## src/rtl/y_ctrl_pkg.sv

```systemverilog
// Shared encodings for the multi-cycle RV32 control sequencer: states,
// opcodes, ALU ops and the per-state strobe bundle.
package y_ctrl_pkg;

  typedef enum logic [2:0] {
    S_FETCH  = 3'd0,
    S_DECODE = 3'd1,
    S_EXEC   = 3'd2,
    S_MEM    = 3'd3,
    S_WB     = 3'd4,
    S_TRAP   = 3'd5
  } state_t;

  localparam logic [6:0] OPC_R   = 7'b0110011;
  localparam logic [6:0] OPC_I   = 7'b0010011;
  localparam logic [6:0] OPC_LW  = 7'b0000011;
  localparam logic [6:0] OPC_SW  = 7'b0100011;
  localparam logic [6:0] OPC_BEQ = 7'b1100011;
  localparam logic [6:0] OPC_JAL = 7'b1101111;

  localparam logic [2:0] ALU_ADD = 3'b010;
  localparam logic [2:0] ALU_SUB = 3'b110;
  localparam logic [2:0] ALU_AND = 3'b000;
  localparam logic [2:0] ALU_OR  = 3'b001;
  localparam logic [2:0] ALU_SLT = 3'b111;

  typedef struct packed {
    logic       pcwrite;
    logic       regwrite;
    logic       alusrc;
    logic [2:0] op;
    logic       memread;
    logic       memwrite;
    logic       mem2reg;
    logic       isbranch;
    logic       isjump;
    logic       intr;
  } ctrl_t;

  // Moore strobes for a given state and latched opcode; the SW completion
  // PCWrite depends on memReady and is added outside this function.
  function automatic ctrl_t ctrl_for(input state_t st, input logic [6:0] opc,
                                     input logic [2:0] aluop);
    ctrl_t c;
    logic  imm_src;
    c       = '0;
    imm_src = (opc == OPC_I) || (opc == OPC_LW) || (opc == OPC_SW);
    case (st)
      S_EXEC: begin
        c.alusrc   = imm_src;
        c.op       = aluop;
        c.isbranch = (opc == OPC_BEQ);
        c.isjump   = (opc == OPC_JAL);
        c.pcwrite  = (opc == OPC_BEQ) || (opc == OPC_JAL);
      end
      S_MEM: begin
        c.alusrc   = imm_src;
        c.op       = aluop;
        c.memread  = (opc == OPC_LW);
        c.memwrite = (opc == OPC_SW);
        c.mem2reg  = (opc == OPC_LW);
      end
      S_WB: begin
        c.alusrc   = imm_src;
        c.op       = aluop;
        c.mem2reg  = (opc == OPC_LW);
        c.regwrite = 1'b1;
        c.pcwrite  = 1'b1;
      end
      S_TRAP: begin
        c.intr    = 1'b1;
        c.pcwrite = 1'b1;
      end
      default: c = '0;
    endcase
    return c;
  endfunction

endpackage

```

## src/rtl/y_alu_dec.sv

```systemverilog
// ALU operation decode from opcode/funct3/funct7[5], flagging encodings the
// sequencer does not implement.
module y_alu_dec
  import y_ctrl_pkg::*;
(
  input  logic [6:0] opcode,
  input  logic [2:0] funct3,
  input  logic       funct7b5,
  output logic [2:0] op,
  output logic       illegal
);

  always_comb begin
    op      = ALU_AND;
    illegal = 1'b0;
    case (opcode)
      OPC_R, OPC_I: begin
        case (funct3)
          3'b000:  op = (opcode == OPC_R && funct7b5) ? ALU_SUB : ALU_ADD;
          3'b111:  op = ALU_AND;
          3'b110:  op = ALU_OR;
          3'b010:  op = ALU_SLT;
          default: illegal = 1'b1;
        endcase
      end
      OPC_LW, OPC_SW, OPC_JAL: op = ALU_ADD;
      OPC_BEQ:                 op = ALU_SUB;
      default:                 illegal = 1'b1;
    endcase
  end

endmodule

```

## src/rtl/y_mc_ctrl.sv

```systemverilog
// Multi-cycle control sequencer: latches the fetched instruction and steps
// FETCH/DECODE/EXEC/MEM/WB/TRAP, driving per-state strobes for the datapath.
//
//   state  | meaning
//   FETCH  | latch ins into IR
//   DECODE | check opcode/funct3; illegal goes to TRAP
//   EXEC   | ALU cycle; BEQ/JAL retire here
//   MEM    | data-memory access, held until memReady
//   WB     | register write, retire
//   TRAP   | raise INT, redirect PC, set sticky illegal
module y_mc_ctrl
  import y_ctrl_pkg::*;
(
  input  logic        clk,
  input  logic        rst,
  input  logic [31:0] ins,
  input  logic        zero,
  input  logic        memReady,
  output logic        PCWrite,
  output logic        RegWrite,
  output logic        ALUSrc,
  output logic [2:0]  op,
  output logic        MemRead,
  output logic        MemWrite,
  output logic        Mem2Reg,
  output logic        isbranch,
  output logic        isjump,
  output logic        INT,
  output logic        illegal,
  output logic [2:0]  state,
  output logic [31:0] instret
);

  state_t      st, nst;
  logic [31:0] ir;
  logic [6:0]  opc;
  logic [2:0]  aluop;
  logic        dec_ill;
  ctrl_t       ctrl_q;
  logic        illegal_q;
  logic [31:0] instret_q;
  logic        sw_done;
  logic        retire;
  logic        unused_bits;

  assign opc = ir[6:0];

  y_alu_dec u_alu_dec (
    .opcode   (opc),
    .funct3   (ir[14:12]),
    .funct7b5 (ir[30]),
    .op       (aluop),
    .illegal  (dec_ill)
  );

  // zero is consumed by yPC through isbranch; operand fields are yID's business.
  assign unused_bits = ^{zero, ir[31], ir[29:15], ir[11:7]};

  assign sw_done = (st == S_MEM) && (opc == OPC_SW) && memReady;
  assign retire  = (st == S_WB) || sw_done ||
                   ((st == S_EXEC) && ((opc == OPC_BEQ) || (opc == OPC_JAL)));

  always_comb begin
    nst = st;
    case (st)
      S_FETCH:  nst = S_DECODE;
      S_DECODE: nst = dec_ill ? S_TRAP : S_EXEC;
      S_EXEC: begin
        if (opc == OPC_R || opc == OPC_I)        nst = S_WB;
        else if (opc == OPC_LW || opc == OPC_SW) nst = S_MEM;
        else                                     nst = S_FETCH;
      end
      S_MEM: begin
        if (memReady) nst = (opc == OPC_LW) ? S_WB : S_FETCH;
      end
      default:  nst = S_FETCH;
    endcase
  end

  // Strobes are registered from the next state; IR only changes in FETCH,
  // whose successor (DECODE) drives nothing, so decoding the current IR is safe.
  always_ff @(posedge clk or posedge rst) begin
    if (rst) begin
      st        <= S_FETCH;
      ir        <= '0;
      ctrl_q    <= '0;
      illegal_q <= 1'b0;
      instret_q <= '0;
    end else begin
      st     <= nst;
      ctrl_q <= ctrl_for(nst, opc, aluop);
      if (st == S_FETCH) ir <= ins;
      if (nst == S_TRAP) illegal_q <= 1'b1;
      if (retire) instret_q <= instret_q + 32'd1;
    end
  end

  assign PCWrite  = ctrl_q.pcwrite | sw_done;
  assign RegWrite = ctrl_q.regwrite;
  assign ALUSrc   = ctrl_q.alusrc;
  assign op       = ctrl_q.op;
  assign MemRead  = ctrl_q.memread;
  assign MemWrite = ctrl_q.memwrite;
  assign Mem2Reg  = ctrl_q.mem2reg;
  assign isbranch = ctrl_q.isbranch;
  assign isjump   = ctrl_q.isjump;
  assign INT      = ctrl_q.intr;
  assign illegal  = illegal_q;
  assign state    = st;
  assign instret  = instret_q;

endmodule

```

## config.mk

```make
export PLATFORM = sky130hd
export DESIGN_NAME = y_mc_ctrl
export DESIGN_NICKNAME = d
export VERILOG_FILES = /design/src/rtl/y_ctrl_pkg.sv /design/src/rtl/y_alu_dec.sv /design/src/rtl/y_mc_ctrl.sv
export SDC_FILE = /design/constraint.sdc
export NUM_CORES = 1
export LEC_CHECK = 0
export CORE_AREA = 2 2 99 77
export DETAILED_ROUTE_END_ITERATION = 10
export DIE_AREA = 0 0 101 79
export PLACE_DENSITY = 0.76
export RECOVER_POWER = 100
export SLEW_MARGIN = 20
export SYNTH_ARGS = -nofsm -noshare
export SYNTH_HDL_FRONTEND = slang
export SYNTH_SLANG_ARGS = --single-unit
export TNS_END_PERCENT = 1
```

## constraint.sdc

```tcl
create_clock -name clk -period 4.48 [get_ports clk]
set_input_delay 0.448 -clock clk [delete_from_list [all_inputs] [get_ports clk]]
set_output_delay 0.448 -clock clk [all_outputs]
set_load 0.03 [all_outputs]
```

# == Yosys cells after proc, flatten, opt, wreduce, memory -nomap -nowiden ==
# Index checks and enable logic that the tools add are counted.
# word_totals
reg_bits,79
inputBits,36
wordCells,71
# classes
n_addsub,1
n_eq_ne,17
mux,18
bitwise_logic,1
n_reduce_logical,20
# ops
cell,count
$add 32x1->32 const B,1
$pmux 3 s3,2
$eq 3x2->1 const B,5
$eq 3x3->1 const B,5
$mux 3,5
$eq 7x6->1 const B,2
$eq 7x7->1 const B,2
$pmux 3 s4,1
$reduce_or 4->1,2
$eq 7x2->1 const B,1
$eq 7x5->1 const B,1
$logic_or 1x1->1,7
$logic_not 3->1,2
$mux 2,3
$reduce_or 2->1,3
$reduce_or 3->1,2
$logic_and 1x1->1,4
$mux 1,4
$mux 4,1
$pmux 1 s2,2
$eq 3x1->1 const B,1
$or 1x1->1,1

# == Logic depth before layout (Yosys ltp) ==
# depth
ltp_word,9
depth_mapped,7
mapped_depth_nobuf,6

# == Modules after synthesis ==
# A second synthesis with hierarchy kept.
# hier_totals
cells_unflattened,253
hier_area_um2,2801.4
# by_module_without_submodules
mod,n_inst,cells_per_inst,area_per_inst_um2
y_mc_ctrl,1,233,2671.3
y_alu_dec,1,20,130.1

# == Least setup slack after synthesis ==
# OpenSTA, ideal clock, no wires.
# synth_path
path_type,register -> register
from,"reg st[2], in the netlist state[2]"
to,"reg instret_q[5], in the netlist instret[5]"
setup_ns,0.134
arrival_time_ns,1.710
required_ns,4.346
path_slack_ns,2.636
path_stages_with_launch,7
n_path_buf,1
synth_period_minus_slack_ns,1.844
cell_sequence,dfrtp_1 and4bb_2 nand4_4 a31oi_4 buf_6 nand3_2 xnor2_1
# synth_via
elab_chain_cells,5
word_cells_on_any_way,8
classes_between,eq/ne: 3; reduce/logical: 5
# synth_rtl
item,line,source
from (decl),y_mc_ctrl.sv:34,"state_t st, nst;"
from (signal assigned),y_mc_ctrl.sv:90,st <= nst;
$eq 3x2->1,y_mc_ctrl.sv:59,assign sw_done = (st == S_MEM) && (opc == OPC_SW) && memReady;
$logic_and 1x1->1 (2 in a row),y_mc_ctrl.sv:59,
$logic_or 1x1->1,y_mc_ctrl.sv:60,assign retire = (st == S_WB) || sw_done ||
$logic_or 1x1->1 *,y_mc_ctrl.sv:60,
to (signal assigned),y_mc_ctrl.sv:94,if (retire) instret_q <= instret_q + 32'd1;
to (decl),y_mc_ctrl.sv:41,logic [31:0] instret_q;
# Mark *: on every way between the ends. The rest lies on a longest branch, timed or not.
# A chain may end at the register's enable or synchronous reset.

# == Final worst setup path ==
# layout_path
from,"reg st[1], in the netlist state[1]"
to,"reg instret_q[27], in the netlist instret[27]"
# The elaborated chain is that of the path after synthesis.

==> flow_summary.toml <==
[synth]
netlist_area_mm2 = 0.00275
yosys_warnings = 0
synth_seq_area_share_pct = 53.8
synth_cells = 228
yosys_register_bits = 59
synth_edf_count = 0
synthArstFlopShare_pct = 100
syn_avg_cell_area_um2 = 12.0
synth.net_count = 265
yosys.cell_types.count = 49
yosys_most_used_dff = "dfrtp_1"

[global_routing]
grt-busiest-layer = "met1"
grt_max_degree = 60
met1_usage_pct = 22.4
overflow = 0
grtUsageTotal_pct = 15.6
grt_pass1_vias = 1924
gr-usage-met2_pct = 21.9
antenna_found_initial = 0
grt_pass1_wl_um = 9520
use_met3_pct = 5.37

[place]
dpl.hpwl_um = 4040
placed_area_mm2 = 0.00341
post-place-ws_ps = 1820
gp_congestion = 0.840
io_buffers = 61

[die]
core_area_mm2 = 0.00709
rows = 27
die_h_um = 79
start_util_pct = 38.7
die_x_um = 101
die_area_mm2 = 0.00798
io_pins = 84

[finish]
final_layout_size_suffix_gt1_share_pct = 12.9
fin_nets = 329
syn_to_final_growth_pct = 28.2
fillers = 666
n_antenna_cell = 0
design_area_mm2 = 0.00352

[critical_path]
arrival_ps = 3120
cp.required_ps = 4690
crit_fanout = 15
critPathSlowestCell = "a31oi_1"
crit_family = "compound AO/OA/AOI/OAI gates"
cpPeakStageDelay_ps = 1230
critical_path.cell_chain = "nor3b_1 > nand3_1 > a31oi_1 > nand4_1 > xnor2_1"
worst-path-buf-inv = 0
crit_type = "reg2reg"
worstSetupStartpointType = "flip-flop"
end_kind = "flip-flop"

[sta]
rsz0062_at_grt = "no"
min_period_ps = 2910
period_share_pct = 65.0
setup_viol = 0
fin_worst_skew_ps = 7.06
clock.fmax_mhz = 344
fin_ws_ps = 1570
maxSlewViolCount = 16
fin_tns_setup_ps = 0
worstMarginPinSlew_ps = 1700
holdWs_ps = 462
relSlewSlack_pct = -13.9
hold_viol = 0

[power_and_ir_drop]
peakVddDrop_v = 0.000247
fin_total_pwr_mw = 1.68
cellPowerDensity_mw_per_mm2 = 476
power_leakage_nw = 1.58

[cts]
path_clk_slew_ps = 60
cts_resized = 0
clock-sinks = 59
clock_latency_ps = 330
clk_path_buf_depth = 2
cts_buffers = 9
htree_levels = 3
tritoncts = "done"
clockRootBuffer = "clkbuf_8"
post_cts_buffers = 0
holdBufCountCts = 0

[detailed_routing]
vias = 1936
drtPass1Iterations = 4
viasPerCell = 5.07
drtIter0Drc = 79
drcViolationCount = 0
wl_um = 5660
wl_per_cell_um = 14.8
ant_nets = 0

[job]
maxCapViolations = 1

[status]
violations = "capacitance limit, slew limit"
status = "complete, but fails checks"

[min_path]
holdCritPathClass = "reg2reg"
[sequential cells by signal, summed over array words and instances, names as in the netlist]
register,cells
ALUSrc,1
INT,1
Mem2Reg,1
MemRead,1
MemWrite,1
RegWrite,1
ctrl_q,1
illegal,1
instret,32
ir,11
isbranch,1
isjump,1
op,3
state,3
[cells in the final DEF, fill, tap and decap left out, types with 7 or more instances in the layout]
master / Yosys / layout
nand2_1: 19 / 19
dlygate4sd3_1: 0 / 49
clkdlybuf4s50_1: 0 / 12
nand4_1: 8 / 8
mux2_2: 11 / 11
nand3_1: 16 / 17
nor2_1: 7 / 7
dfrtp_1: 59 / 59
clkbuf_8: 0 / 11
xnor2_1: 31 / 31
[worst register-to-register path, delay by kind of cell, from the launching register on]
| kind | cells | cell delay (ps) |
|---|---|---|
| DFF | 1 | 540 |
| AOI/OAI and AO/OA | 1 | 1230 |
| xor gates and xnor gates | 1 | 210 |
| and+or+nand+nor | 3 | 820 |
[path summary, 6_finish.rpt]
| path | start | endpoint | slack (ps) | depth (start not counted) |
|---|---|---|---|---|
| setup reg to reg | state[1] | instret[27] | 1570 | 5 |
| hold / removal | instret[31] | instret[31] | 460 | 1 |
| min in group asynchronous | rst | instret[6] | 810 | 3 |
| hold reg to reg | instret[31] | instret[31] | 460 | 1 |
| setup / recovery | state[1] | instret[27] | 1570 | 5 |
| max in group asynchronous | rst | instret[30] | 3200 | 3 |
[power by group]
part | switching [mW] | leakage (nW) | internal, mW
Combinational | 0.263 | 0.716 | 0.228
Clock | 0.193 | 0.0908 | 0.222
Sequential | 0.142 | 0.776 | 0.628
[per-layer routing]
metal  wire length (um)  vias to the layer above  part of all wire, %
met1               2750                      945                   48
met4                 40                        0                 0.71
met5                  0                        -                    0
met3                326                        2                  5.8
li1                   -                      934                    -
met2               2550                       55                   45
[cell type report]
class / instances / area [um2] / area share (%)
tap: 87 / 109 / 3.09
multi-input combinational: 154 / 1130 / 32.0
clock buffer: 11 / 151 / 4.30
sequential: 59 / 1480 / 41.9
clock inverter: 3 / 15.0 / 0.427
inverter: 5 / 18.8 / 0.533
timing repair buffer: 63 / 622 / 17.7
[logic make-up (layout without fill, tap and decap cells)]
family          count (synthesis)  count (layout)  share of synthesized area, %
simple gates                   92              92                          21.4
flops                          59              59                          53.8
xor+xnor                       32              32                          10.2
compound gates                 18              18                          6.34
buf+inv                        15              82                          3.28
mux                            11              11                          4.51
fa+ha+maj                       1               1                         0.456
[cell usage after synthesis, drive strengths merged, types with 2 or more instances]
cell type / n / area (um2)
nand2b: 5 / 31.3
a21o: 2 / 15.0
and3: 5 / 31.3
nor2: 7 / 26.3
and4: 3 / 26.3
buf: 9 / 67.6
dfrtp: 59 / 1480
a2111oi: 3 / 32.5
nand4: 10 / 83.8
nor2b: 3 / 18.8
nand2: 19 / 71.3
nor3b: 3 / 32.5
mux2: 11 / 124
nand3: 21 / 130
and4bb: 2 / 25.0
a21oi: 2 / 10.0
inv: 5 / 18.8
a31oi: 3 / 48.8
nor3: 5 / 25.0
xnor2: 31 / 272
[metrics by stage]
stage,instances,utilization (%)
final,382,49.6
after global routing,382,49.6
after CTS,382,50.4
after detailed placement,368,48.0
after global placement,368,48.0
after floorplan,228,-
No activity file was read; power rests on OpenSTA's default activity.
